$ cat src/rtl/rca_pkg.sv
// Shared constants and FSM state type for the nibble-serial adder.
package rca_pkg;

  localparam int NIB_W         = 4;
  localparam int DEFAULT_WIDTH = 16;

  typedef enum logic [1:0] {
    IDLE = 2'd0,
    RUN  = 2'd1,
    DONE = 2'd2
  } state_t;

endpackage

$ cat src/rtl/rca.sv
// 4-bit ripple-carry adder: one full adder per bit, carry chained LSB to MSB.
module rca
  import rca_pkg::*;
(
  input  logic [NIB_W-1:0] a,
  input  logic [NIB_W-1:0] b,
  input  logic             cin,
  output logic [NIB_W-1:0] sum,
  output logic             c4
);

  logic [NIB_W:0] carry;

  assign carry[0] = cin;

  for (genvar gi = 0; gi < NIB_W; gi++) begin : g_fa
    assign sum[gi]      = a[gi] ^ b[gi] ^ carry[gi];
    assign carry[gi+1]  = (a[gi] & b[gi]) | (carry[gi] & (a[gi] ^ b[gi]));
  end

  assign c4 = carry[NIB_W];

endmodule

$ cat src/rtl/serial_nibble_adder.sv
// WIDTH-bit adder that reuses a single 4-bit ripple adder, one nibble per clock,
// with valid/ready handshakes on both the operand and result sides.
module serial_nibble_adder
  import rca_pkg::*;
#(
  parameter int WIDTH = DEFAULT_WIDTH
) (
  input  logic             clk,
  input  logic             rst,
  input  logic [WIDTH-1:0] a,
  input  logic [WIDTH-1:0] b,
  input  logic             cin,
  input  logic             in_valid,
  output logic             in_ready,
  output logic [WIDTH-1:0] sum,
  output logic             cout,
  output logic             out_valid,
  input  logic             out_ready
);

  // WIDTH must be a multiple of 4 and at least 8; NIBBLES is always derived.
  localparam int NIBBLES = WIDTH / NIB_W;
  localparam int IDX_W   = (NIBBLES > 1) ? $clog2(NIBBLES) : 1;
  localparam logic [IDX_W-1:0] LAST_IDX = IDX_W'(NIBBLES - 1);

  state_t           state_reg;
  logic [WIDTH-1:0] a_reg;
  logic [WIDTH-1:0] b_reg;
  logic [WIDTH-1:0] sum_reg;
  logic             carry_reg;
  logic             cout_reg;
  logic [IDX_W-1:0] idx_reg;

  logic [IDX_W+1:0] nib_base;
  logic [NIB_W-1:0] a_nib;
  logic [NIB_W-1:0] b_nib;
  logic [NIB_W-1:0] nib_sum;
  logic             nib_c4;

  // Bit offset of the current nibble (idx * 4).
  assign nib_base = {idx_reg, 2'b00};
  assign a_nib    = a_reg[nib_base +: NIB_W];
  assign b_nib    = b_reg[nib_base +: NIB_W];

  rca u_rca (
    .a   (a_nib),
    .b   (b_nib),
    .cin (carry_reg),
    .sum (nib_sum),
    .c4  (nib_c4)
  );

  always_ff @(posedge clk) begin
    if (rst) begin
      state_reg <= IDLE;
      a_reg     <= '0;
      b_reg     <= '0;
      sum_reg   <= '0;
      carry_reg <= 1'b0;
      cout_reg  <= 1'b0;
      idx_reg   <= '0;
    end else begin
      case (state_reg)
        IDLE: begin
          if (in_valid) begin
            a_reg     <= a;
            b_reg     <= b;
            carry_reg <= cin;
            sum_reg   <= '0;
            cout_reg  <= 1'b0;
            idx_reg   <= '0;
            state_reg <= RUN;
          end
        end
        RUN: begin
          sum_reg[nib_base +: NIB_W] <= nib_sum;
          carry_reg                  <= nib_c4;
          if (idx_reg == LAST_IDX) begin
            cout_reg  <= nib_c4;
            idx_reg   <= '0;
            state_reg <= DONE;
          end else begin
            idx_reg <= idx_reg + 1'b1;
          end
        end
        DONE: begin
          if (out_ready) begin
            state_reg <= IDLE;
          end
        end
        default: state_reg <= IDLE;
      endcase
    end
  end

  // Gated by rst so nothing handshakes while reset is held, even mid-result.
  assign in_ready  = (state_reg == IDLE) && !rst;
  assign out_valid = (state_reg == DONE) && !rst;
  assign sum       = sum_reg;
  assign cout      = cout_reg;

endmodule

$ cat config.mk
export PLATFORM = sky130hd
export DESIGN_NAME = serial_nibble_adder
export DESIGN_NICKNAME = d
export VERILOG_FILES = /design/src/rtl/rca_pkg.sv /design/src/rtl/rca.sv /design/src/rtl/serial_nibble_adder.sv
export SDC_FILE = /design/constraint.sdc
export NUM_CORES = 1
export LEC_CHECK = 0
export BUFFER_PORTS_ARGS = -buffer_cell sky130_fd_sc_hd__buf_2
export CORE_MARGIN = 2
export CORE_UTILIZATION = 48
export CTS_CLUSTER_DIAMETER = 150
export DETAILED_ROUTE_END_ITERATION = 7
export PLACE_DENSITY = 0.79
export SYNTH_ARGS = -nofsm -noshare
export SYNTH_HDL_FRONTEND = slang
export SYNTH_SLANG_ARGS = --single-unit
$ cat constraint.sdc
create_clock -name clk -period 3.86 [get_ports clk]
set_input_delay 0.193 -clock clk [delete_from_list [all_inputs] [get_ports clk]]
set_output_delay 0.193 -clock clk [all_outputs]
set_load 0.005 [all_outputs]
Word level (Yosys, flattened, before mapping)
Index checks and enable logic that the tools add are counted.
- add/sub/neg operators: 2
- equality and inequality tests: 6
- shift-type cells: 4
- muxes and demuxes: 15
- bitwise operators: 20
- reductions and logical operators: 9
- operators by type and width (operator ; count):
    $pmux 16 s2 ; 1
    $shiftx 16x5->4 ; 2
    $bwmux 16 ; 1
    $mux 16 ; 1
    $shift 4x6->16 const A ; 1
    $shiftx 4x6->16 ; 1
    $mux 2 ; 5
    $and 1x1->1 ; 8
    $xor 1x1->1 ; 8
    $ne 2x2->1 const B ; 3
    $neg 4->6 ; 1
    $pmux 2 s3 ; 1
    $reduce_and 3->1 ; 2
    $eq 2x2->1 const B ; 2
    $or 1x1->1 ; 4
    $pmux 1 s2 ; 2
    $pmux 2 s2 ; 1
    $reduce_and 2->1 ; 2
    $mux 1 ; 3
    $add 2x1->2 const B ; 1
    $eq 2x1->1 const B ; 1
    $logic_and 1x1->1 ; 2
    $logic_not 2->1 ; 1
    $reduce_bool 2->1 ; 1
    $logic_not 1->1 ; 1
- register bits: 54
- input bits: 37
- output and inout bits: 19
- logic and storage cells: 63

Longest topological paths before layout
- word-level depth: 12
- depth in mapped cells: 12
- gate-level depth less buffers: 11

By module
A second synthesis with hierarchy kept.
- cell total of the unflattened synthesis: 259
- area, all modules: 2421.1 µm²
- by module, submodules not included (module ; times used ; cells each ; area each (µm²) ; seq. area each (µm²)):
    serial_nibble_adder ; 1 ; 245 ; 2303.5 ; 1081.0
    rca ; 1 ; 14 ; 117.6 ; 0.0

Least setup slack after synthesis
Ideal clock, no wire load.
- kind: reg-to-reg
- start point: register idx_reg[0]
- end point: register sum_reg[11] (netlist: sum[11])
- setup time: 59 ps
- arrival: 2852 ps
- required time: 3801 ps
- path slack: 949 ps
- cell stages (with the launch flop): 13
- path buffers: 1
- period minus slack after synthesis: 2911 ps
- cells stage by stage: dfxtp_1 > buf_4 > mux4_2 > inv_1 > fa_1 > inv_1 > fa_1 > inv_1 > fa_1 > inv_1 > fa_1 > nor2b_1 > a22o_1
- word-level cells in the longest chain between the ends: 12
- elaborated cells between the ends (all ways): 24
- those cells by class: add/sub (1); shift (4); mux (2); bitwise (17)
- ends and longest elaborated chain (what ; line ; source):
    start, declared ; serial_nibble_adder.sv:32 ; logic [IDX_W-1:0] idx_reg;
    start signal, assigned ; serial_nibble_adder.sv:83 ; idx_reg <= idx_reg + 1'b1;
    $shiftx 16x5->4 (on tied branches) ; serial_nibble_adder.sv:42, serial_nibble_adder.sv:43 ;
    $xor 1x1->1 ; rca.sv:17, rca.sv:18 ;
    $and 1x1->1 ; rca.sv:18 ; assign carry[gi+1] = (a[gi] & b[gi]) | (carry[gi] & (a[gi] ^ b[gi]));
    $or 1x1->1 ; rca.sv:18 ;
    $and 1x1->1 ; rca.sv:18 ;
    $or 1x1->1 ; rca.sv:18 ;
    $and 1x1->1 ; rca.sv:18 ;
    $or 1x1->1 ; rca.sv:18 ;
    $xor 1x1->1 ; rca.sv:17 ; assign sum[gi] = a[gi] ^ b[gi] ^ carry[gi];
    $shiftx 4x6->16 ; serial_nibble_adder.sv:76 ; sum_reg[nib_base +: NIB_W] <= nib_sum;
    $bwmux 16 * ; serial_nibble_adder.sv:76 ;
    $pmux 16 s2 * ; serial_nibble_adder.sv:63 ; case (state_reg)
    end signal, assigned by index ; serial_nibble_adder.sv:76 ;
    end, declared ; serial_nibble_adder.sv:29 ; logic [WIDTH-1:0] sum_reg;
Every way passes the cells marked *; elsewhere a longest branch is shown, timed or not.
A chain may end at the register's enable or synchronous reset.

Final worst setup path
Same ends and word-level chain as after synthesis.

==> metrics.txt <==
Die W 74.6 um; Tcrit/Tclk final 0.799; Synth Instances 257; Area contributors post-synth dfxtp_1 (45%), nand2_1 (11%), a21oi_1 (8.4%); fmax roughly 320 MHz; HPWL Detailed between 3 and 4 mm; Seq/Total Area, Yosys 0.452; Initial Util 0.503; Avg Cell Area, Syn 9.30 um^2; gpl congestion a little over 0.8; gr usage total 0.194; CTS tree done; post-CTS sizing 0; first-pass GRT wire length roughly 8.4 mm; FFs w/ async S/R, synth 0; CP arrival between 3000 and 4000 ps; Initial DRC Count approximately 110; Synth-to-Final Area Change 14.5%; IO Pins 56; Setup crit end kind flip-flop; leakage 1.16 nW; outcome finished clean; Yosys cell types 30; Root Buffer clkbuf_8; Post-Synth Simple-Gate Area 0.170; Slew headroom 0.268; largest family of logic cells by synthesized area simple AND/OR/NAND/NOR gates; DRT antenna net count 0; total power 1.05 mW; mapped cell area approximately 2400 um^2; Num Clock Sinks 54; setup_tns 0 ps; hold_ws between 100 and 150 ps; remaining global-route overflow 0; area of the multi-input gates approximately 1200 um^2; drt total wl 4.91 mm; Worst-Skew Late Latency approximately 310 ps; hold buffer count at CTS 0; final instance area between 2000 and 3000 um^2; register area approximately 1100 um^2; Max VDD drop around 0.16 mV; DR WL/cell approximately 13 um; Residual DRC 0; vias in the first global route between 1500 and 2000; DR vias about 1900; num rows 25; Maximum Capacitance Violations 0; vias per inst a little over 5; pin count of the biggest net entering global routing 49; Net Count, Synth approximately 300; cell accounting for the most synthesized area dfxtp_1; drt pass-1 iters 4; Port-buffer cells between 50 and 60; Yosys reg bits 54; RSZ-0062 raised after global routing false; clk_skew around 7.8 ps; fill cell count 459; Crit Path Max Fanout 9; Post-synth top flop dfxtp_1; Worst-Margin Slew around 1100 ps; H-Tree Depth 2; clock buffer depth 2; setup repair bufs after CTS 0; PD cells 383 nW/um^2; Synth Area in XOR/XNOR 0; Final nets ~350; antenna fix cells 0; CTS Buf Count 5; fin crit period ~3100 ps; Synth top area share 0.452; Final Max Tran Viols 0; worst setup path class flip-flop to flip-flop; mux contribution to synthesized area 0.0984; full die area around 5600 um^2; Setup crit start kind flip-flop; layout cells sized above 1 0.261; Data required, critical path around 4100 ps; Hold Violations, Final 0; Worst-path clk slew approximately 100 ps; number of flops mapped to enable cells by yosys 0; Die Y 74.6 um; initial antenna violation count 0; Hold/Removal Path Class primary input to flip-flop; Core Region 4750 um^2; Cell Area, Placed 2650 um^2; Syn. warnings 0; area share of fa/ha/maj cells after synthesis 0.0544; Compound-Gate Fraction of Synth Area 0.156; final setup fails 0
[cell usage in the layout (no fill, tap or decap), drive strengths merged, types with 2 or more instances in the layout]
cell type,instances
a21oi,40
ha,4
and4,2
nor3,3
dfxtp,54
nor2b,3
mux2,4
inv,14
nand2,67
nor3b,3
mux4,8
fa,4
clkbuf,6
nor2,7
a22o,16
buf,56
[final cells by class]
| class | instances | area share |
|---|---|---|
| Multi-Input combinational cell | 172 | 0.420 |
| Sequential cell | 54 | 0.395 |
| Timing Repair Buffer | 56 | 0.103 |
| Tap cell | 67 | 0.0306 |
| Clock buffer | 6 | 0.0265 |
| Inverter | 13 | 0.0178 |
| Clock inverter | 2 | 0.00640 |
[where the power goes]
group          internal (mW)  switching (mW)  leakage [nW]
clock network          0.132           0.186        0.0458
logic                 0.0598          0.0703         0.672
registers              0.580          0.0193         0.441
total                  0.772           0.276          1.16
[cell usage after synthesis, types with 2 or more instances]
cell type and count:
inv_1 13, buf_6 4, mux4_2 8, nor3b_2 2, and4_1 2, nor3_1 3, nand2_1 67, a22o_1 16
mux2_2 4, a21oi_1 40, buf_2 6, nor2_1 7, clkbuf_1 5, buf_4 3, fa_1 4, dfxtp_1 54
ha_1 4, nor2b_1 3
[critical path, stage by stage, from the launching register on]
cell	delay (ps)
dfxtp_1	630
mux4_2	560
inv_1	90
fa_1	160
inv_1	50
fa_1	360
inv_1	80
fa_1	150
inv_1	50
fa_1	460
nor2b_1	270
a22o_1	170
[routing by layer]
metal / up-vias / track usage / part of all wire
met5: - / 0 / 0
met4: 0 / 0.0595 / 0.013
met3: 6 / 0.0393 / 0.046
met2: 53 / 0.313 / 0.47
met1: 889 / 0.265 / 0.47
li1: 965 / - / -
[per-stage QoR]
step                      instances  setup WS (ps)  utilization
after global placement          362            857        0.557
after floorplan                 257            949            -
after global routing            370            576        0.576
final                           370            775        0.576
after detailed placement        362            807        0.557
after CTS                       370            755        0.576
[worst paths after layout]
check / startpoint / to / slack (ps) / cells after the start
setup / recovery: idx_reg[0] / sum[11] / 770 / 11
hold / removal: a[11] / a_reg[11] / 110 / 3
setup reg to reg: idx_reg[0] / sum[11] / 770 / 11
hold reg to reg: b_reg[9] / b_reg[9] / 460 / 2
[kinds of logic after synthesis]
group | after synthesis
adders and majority gates | 8
and+or+nand+nor | 91
buffers and inverters | 31
muxes | 13
AOI/OAI and AO/OA | 60
DFF | 54
Note: power is estimated with default switching activity, not from simulation.
